**src/rtl/avg_threshold_monitor.sv**
```systemverilog
// avg_threshold_monitor
//   Hysteresis alarm detector with debounce, fed by the moving-average filter.
//   It also tracks the running peak max/min since the last clear and counts
//   alarm events.
//
//   Sample handshake: a sample is taken on a rising clk edge when
//   enable && din_valid. There is no back-pressure; every strobe is consumed.
//
// Ports
//   clk, rst_n   : clock, asynchronous active-low reset
//   enable       : block enable; when low, all state holds and pulses are 0
//   din_valid    : one-cycle sample strobe
//   din          : signed filtered sample
//   thr_high     : signed upper threshold (alarm raise, strict >)
//   thr_low      : signed lower threshold (alarm clear, strict <)
//   debounce     : consecutive qualifying samples required (0 acts as 1)
//   clear_peak   : restart peak tracking
//   alarm        : alarm level (ALARM or PEND_LOW)
//   alarm_rise   : one-cycle pulse on alarm 0->1
//   alarm_fall   : one-cycle pulse on alarm 1->0
//   peak_max     : signed maximum since the last clear
//   peak_min     : signed minimum since the last clear
//   peak_valid   : at least one sample taken since reset/clear
//   event_cnt    : saturating count of alarm rises
//   config_err   : registered thr_low > thr_high flag; freezes the FSM
//   dbg_state    : current FSM state (debug observation)
module avg_threshold_monitor #(
  parameter int DEB_W = 4,
  parameter int EVT_W = 8
) (
  input  logic                clk,
  input  logic                rst_n,
  input  logic                enable,
  input  logic                din_valid,
  input  logic signed [15:0]  din,
  input  logic signed [15:0]  thr_high,
  input  logic signed [15:0]  thr_low,
  input  logic [DEB_W-1:0]    debounce,
  input  logic                clear_peak,
  output logic                alarm,
  output logic                alarm_rise,
  output logic                alarm_fall,
  output logic signed [15:0]  peak_max,
  output logic signed [15:0]  peak_min,
  output logic                peak_valid,
  output logic [EVT_W-1:0]    event_cnt,
  output logic                config_err,
  output logic [1:0]          dbg_state
);

  typedef enum logic [1:0] {
    S_NORMAL    = 2'd0,
    S_PEND_HIGH = 2'd1,
    S_ALARM     = 2'd2,
    S_PEND_LOW  = 2'd3
  } state_e;

  localparam logic signed [15:0] PEAK_MAX_RST = 16'sh8000;
  localparam logic signed [15:0] PEAK_MIN_RST = 16'sh7FFF;

  state_e                    state_q, state_d;
  logic [DEB_W-1:0]          cnt_q, cnt_d;
  logic                      rise_q, rise_d;
  logic                      fall_q, fall_d;
  logic                      cfg_err_q;
  logic signed [15:0]        max_q, max_d;
  logic signed [15:0]        min_q, min_d;
  logic                      pvalid_q, pvalid_d;
  logic [EVT_W-1:0]          evt_q, evt_d;

  logic                      accept;
  logic                      advance;
  logic                      above;
  logic                      below;
  logic [DEB_W:0]            k_val;
  logic [DEB_W:0]            cnt_inc;
  logic                      k_is_one;
  logic                      run_done;

  assign accept   = enable & din_valid;
  // A misconfigured threshold pair freezes the detector but not peak tracking.
  assign advance  = accept & ~cfg_err_q;
  assign above    = (din > thr_high);
  assign below    = (din < thr_low);

  // One extra bit so counter+1 never wraps when compared against K.
  assign k_val    = (debounce == '0) ? (DEB_W+1)'(1) : {1'b0, debounce};
  assign cnt_inc  = {1'b0, cnt_q} + (DEB_W+1)'(1);
  assign k_is_one = (k_val == (DEB_W+1)'(1));
  // >= rather than == so a debounce lowered mid-run completes on the next
  // qualifying sample.
  assign run_done = (cnt_inc >= k_val);

  // Next-state logic for the hysteresis FSM.
  always_comb begin
    state_d = state_q;
    cnt_d   = cnt_q;
    rise_d  = 1'b0;
    fall_d  = 1'b0;
    if (advance) begin
      unique case (state_q)
        S_NORMAL: begin
          if (above) begin
            cnt_d = DEB_W'(1);
            if (k_is_one) begin
              state_d = S_ALARM;
              rise_d  = 1'b1;
            end else begin
              state_d = S_PEND_HIGH;
            end
          end
        end
        S_PEND_HIGH: begin
          if (above) begin
            if (run_done) begin
              state_d = S_ALARM;
              cnt_d   = '0;
              rise_d  = 1'b1;
            end else begin
              cnt_d = cnt_inc[DEB_W-1:0];
            end
          end else begin
            state_d = S_NORMAL;
            cnt_d   = '0;
          end
        end
        S_ALARM: begin
          if (below) begin
            cnt_d = DEB_W'(1);
            if (k_is_one) begin
              state_d = S_NORMAL;
              fall_d  = 1'b1;
            end else begin
              state_d = S_PEND_LOW;
            end
          end
        end
        S_PEND_LOW: begin
          if (below) begin
            if (run_done) begin
              state_d = S_NORMAL;
              cnt_d   = '0;
              fall_d  = 1'b1;
            end else begin
              cnt_d = cnt_inc[DEB_W-1:0];
            end
          end else begin
            state_d = S_ALARM;
            cnt_d   = '0;
          end
        end
        default: begin
          state_d = S_NORMAL;
          cnt_d   = '0;
        end
      endcase
    end
  end

  // Peak tracking and event counter next values.
  always_comb begin
    max_d    = max_q;
    min_d    = min_q;
    pvalid_d = pvalid_q;
    evt_d    = evt_q;
    if (accept) begin
      if (clear_peak) begin
        // Clear and sample together: tracking restarts at this sample.
        max_d = din;
        min_d = din;
      end else begin
        if (din > max_q) max_d = din;
        if (din < min_q) min_d = din;
      end
      pvalid_d = 1'b1;
    end else if (clear_peak) begin
      max_d    = PEAK_MAX_RST;
      min_d    = PEAK_MIN_RST;
      pvalid_d = 1'b0;
    end
    if (rise_d && (evt_q != '1)) begin
      evt_d = evt_q + EVT_W'(1);
    end
  end

  always_ff @(posedge clk or negedge rst_n) begin
    if (!rst_n) begin
      state_q   <= S_NORMAL;
      cnt_q     <= '0;
      rise_q    <= 1'b0;
      fall_q    <= 1'b0;
      cfg_err_q <= 1'b0;
      max_q     <= PEAK_MAX_RST;
      min_q     <= PEAK_MIN_RST;
      pvalid_q  <= 1'b0;
      evt_q     <= '0;
    end else if (enable) begin
      state_q   <= state_d;
      cnt_q     <= cnt_d;
      rise_q    <= rise_d;
      fall_q    <= fall_d;
      cfg_err_q <= (thr_low > thr_high);
      max_q     <= max_d;
      min_q     <= min_d;
      pvalid_q  <= pvalid_d;
      evt_q     <= evt_d;
    end else begin
      // Disabled: everything holds except the pulses, which drop.
      rise_q <= 1'b0;
      fall_q <= 1'b0;
    end
  end

  assign alarm      = (state_q == S_ALARM) || (state_q == S_PEND_LOW);
  assign alarm_rise = rise_q;
  assign alarm_fall = fall_q;
  assign peak_max   = max_q;
  assign peak_min   = min_q;
  assign peak_valid = pvalid_q;
  assign event_cnt  = evt_q;
  assign config_err = cfg_err_q;
  assign dbg_state  = state_q;

endmodule

```
**config.mk**
```make
export PLATFORM = sky130hd
export DESIGN_NAME = avg_threshold_monitor
export DESIGN_NICKNAME = d
export VERILOG_FILES = /design/src/rtl/avg_threshold_monitor.sv
export SDC_FILE = /design/constraint.sdc
export NUM_CORES = 1
export LEC_CHECK = 0
export ABC_CLOCK_PERIOD_IN_PS = 3500
export BUFFER_PORTS_ARGS = -buffer_cell sky130_fd_sc_hd__buf_2
export CORE_ASPECT_RATIO = 1.25
export CORE_MARGIN = 3
export CORE_UTILIZATION = 50
export DETAILED_ROUTE_END_ITERATION = 10
export HOLD_SLACK_MARGIN = 0.05
export PLACE_DENSITY = 0.73
export SLEW_MARGIN = 20
export SYNTH_ARGS = -nofsm -noshare
export SYNTH_HDL_FRONTEND = slang
export SYNTH_SLANG_ARGS = --single-unit
```
**constraint.sdc**
```tcl
create_clock -name clk -period 3.5 [get_ports clk]
set_input_delay 0.525 -clock clk [delete_from_list [all_inputs] [get_ports clk]]
set_output_delay 0.525 -clock clk [all_outputs]
set_load 0.02 [all_outputs]
```
==> metrics.yaml <==
grt_max_degree: 48
p_int_mw: 1.343
layout_common_cells: "102 x buf_2, 84 x ha_1, 74 x inv_1"
critPathCapture: "event_cnt[1]"
clockBufferDepth: 2
grt_pass1_wl_mm: 17.57
critPathLaunchType: "register"
numCtsBuffers: 5
setup.worst_path.class: "reg2reg"
grt.total_usage: 0.2347
io_buffers: 103
num_rows: 36
placed_cell_area_mm2: 0.004831
wire_per_inst_um: 16.42
fmax_mhz: 344.9
switching_share: 0.3941
final_common_cell: "buf_2"
slew_headroom: 0.5032
grt_overflow_total: 0
firstDrtPassIters: 4
drv_slew: 0
gp_congestion: 0.8899
worstReg2RegStart: "cnt_q[0]"
cts_root_buf: "clkbuf_8"
pre_cts_slack_ns: 0.4353
fin_nets: 701
drv_cap: 0
power.density_mw_per_mm2: 448.5
ys_seq_area_frac: 0.3033
post_cts_buffers: 0
p_sw_mw: 0.8737
p_clk_frac: 0.193
holdBufCountCts: 0
finalCriticalPeriod_ns: 2.899
htree_levels: 2
reg2reg_depth: 9
cts_tree: "built"
dp_hpwl_mm: 8.859
first_global_vias: 3910
ys_warn_count: 0
min_period_over_period: 0.8284
die-height_um: 108.4
initial_core_util: 0.5257
via_per_inst: 5.771
startpoint: "cnt_q[0]"
drt-total-wl_mm: 10.77
nFillCells: 707
min_path_type: "in2async"
synth_nets: 593
core_mm2: 0.007973
diodes: 0
die_w_um: 87.89
regToRegEndpoint: "event_cnt[1]"
power_leakage_nw: 2.705
crit_fanout: 9
vdd_drop_max_uv: 270.4
rsz0062_at_grt: "false"
path_clk_slew_ns: 0.10
status: "finished, final reports clean"
clk_latency_ns: 0.31
syn_area_mm2: 0.004192
r2r_slack_ns: 0.60
antenna_found_initial: 0
vias: 3786
cts.sinks: 50
final_core_util: 0.6201
drive_gt1_frac: 0.2745
setup_viol: 0
drc: 0
synthToLayoutAreaGrowth_pct: 17.94
synth_cell_types: 56
synth_edf_count: 0
dieArea_mm2: 0.009524
tns_ns: 0
ys_ff_latch: 50
syn_inst: 452
hold_violations: 0
antenna_left: 0
ioPinCount: 104
arrival_ns: 3.09
fin_area_mm2: 0.004943
avgSynthCellArea_um2: 9.273
clock_skew_ns: 0.007768
pwr-share-seq: 0.373
synthArstFlopShare: 1.000
ys.flop_type: "dfrtp_1"
drtIter0Drc: 129
required_ns: 3.69
worst_pin_slew_ns: 0.7265
postCtsResizedCells: 0
worst_slack_ns: 0.6007
cp-end-kind: "register"
combinationalPowerShare: 0.434
==> registers in the layout, indices dropped and copies added (netlist names) <==
register / flops
alarm_fall: 1
alarm_rise: 1
cnt_q: 4
config_err: 1
dbg_state: 2
event_cnt: 8
peak_max: 16
peak_min: 16
peak_valid: 1
==> stage by stage <==
stage	power [mW]	hold WS (ns)	cells
after global placement	1.763	0.4645	648
after floorplan	1.474	0.2294	452
after CTS	2.233	0.4480	656
after detailed placement	1.804	0.4817	648
after global routing	2.385	0.2612	656
final	2.217	0.2227	656
==> worst min-delay path by stage <==
stage               start           to  cells past startpoint
2_1_floorplan       rst_n   alarm_fall                      0
3_3_place_gp   peak_valid   peak_valid                      2
3_5_place_dp   peak_valid   peak_valid                      2
4_1_cts             rst_n  peak_max[3]                      1
5_1_grt             rst_n  peak_max[4]                      1
6_report            rst_n  peak_max[3]                      1
==> kinds of logic after synthesis <==
| kind of cell | count (synthesis) | share of synthesized area |
|---|---|---|
| adders and majority gates | 84 | 0.2507 |
| muxes | 17 | 0.04537 |
| xor gates and xnor gates | 9 | 0.01881 |
| buffers and inverters | 80 | 0.07224 |
| and+or+nand+nor | 114 | 0.1430 |
| AOI/OAI and AO/OA | 98 | 0.1666 |
| DFF | 50 | 0.3033 |
==> routing by layer <==
metal,share of wire,track usage
met1,0.41,0.2677
met2,0.51,0.4300
met3,0.048,0.03887
met4,0.032,0.08882
met5,0,0
==> power by group through the flow <==
stage	Sequential [mW]	Combinational, mW	Clock (mW)
3_5_place_dp	0.835	0.968	0
6_report	0.827	0.963	0.427
3_3_place_gp	0.833	0.930	0
2_1_floorplan	0.946	0.528	0
5_1_grt	0.844	1.09	0.456
4_1_cts	0.825	0.972	0.435
==> worst max-delay path: stages (launching register included) <==
cell     delay (ns)
dfrtp_1        0.44
ha_1           0.27
xor2_1         0.19
ha_1           0.28
o21ai_0        0.07
o21a_1         0.25
or3_1          0.40
o21ba_2        0.35
and2_1         0.20
mux2_1         0.34
==> cell usage after synthesis (3+ instances only) <==
cell / n / area share
nand4_1: 14 / 0.021
nor3_1: 4 / 0.0048
o211ai_1: 3 / 0.0054
or2_2: 3 / 0.0045
nand2_1: 21 / 0.019
nor4_1: 5 / 0.0075
nor2b_1: 7 / 0.010
nor2_1: 28 / 0.025
o21ai_0: 15 / 0.018
nand2b_1: 6 / 0.0090
ha_1: 84 / 0.25
nand3_1: 9 / 0.011
mux2_2: 15 / 0.040
a21oi_1: 24 / 0.029
clkbuf_1: 4 / 0.0036
xnor2_1: 7 / 0.015
dfstp_2: 16 / 0.10
and3_1: 6 / 0.0090
a2111oi_0: 5 / 0.010
inv_1: 74 / 0.066
o22a_1: 15 / 0.031
dfrtp_1: 34 / 0.20
a21o_1: 10 / 0.018
==> area by class of cell <==
class	count	area, µm²	area share
repair buffers	107	548.0	0.1109
flip-flops and latches	50	1271	0.2572
well taps	95	118.9	0.02404
multi-input cells	322	2618	0.5295
clock inverters	2	37.54	0.007593
clock buffers	6	72.57	0.01468
inverters	74	277.8	0.05619
Note: power is estimated with default switching activity, not from simulation.
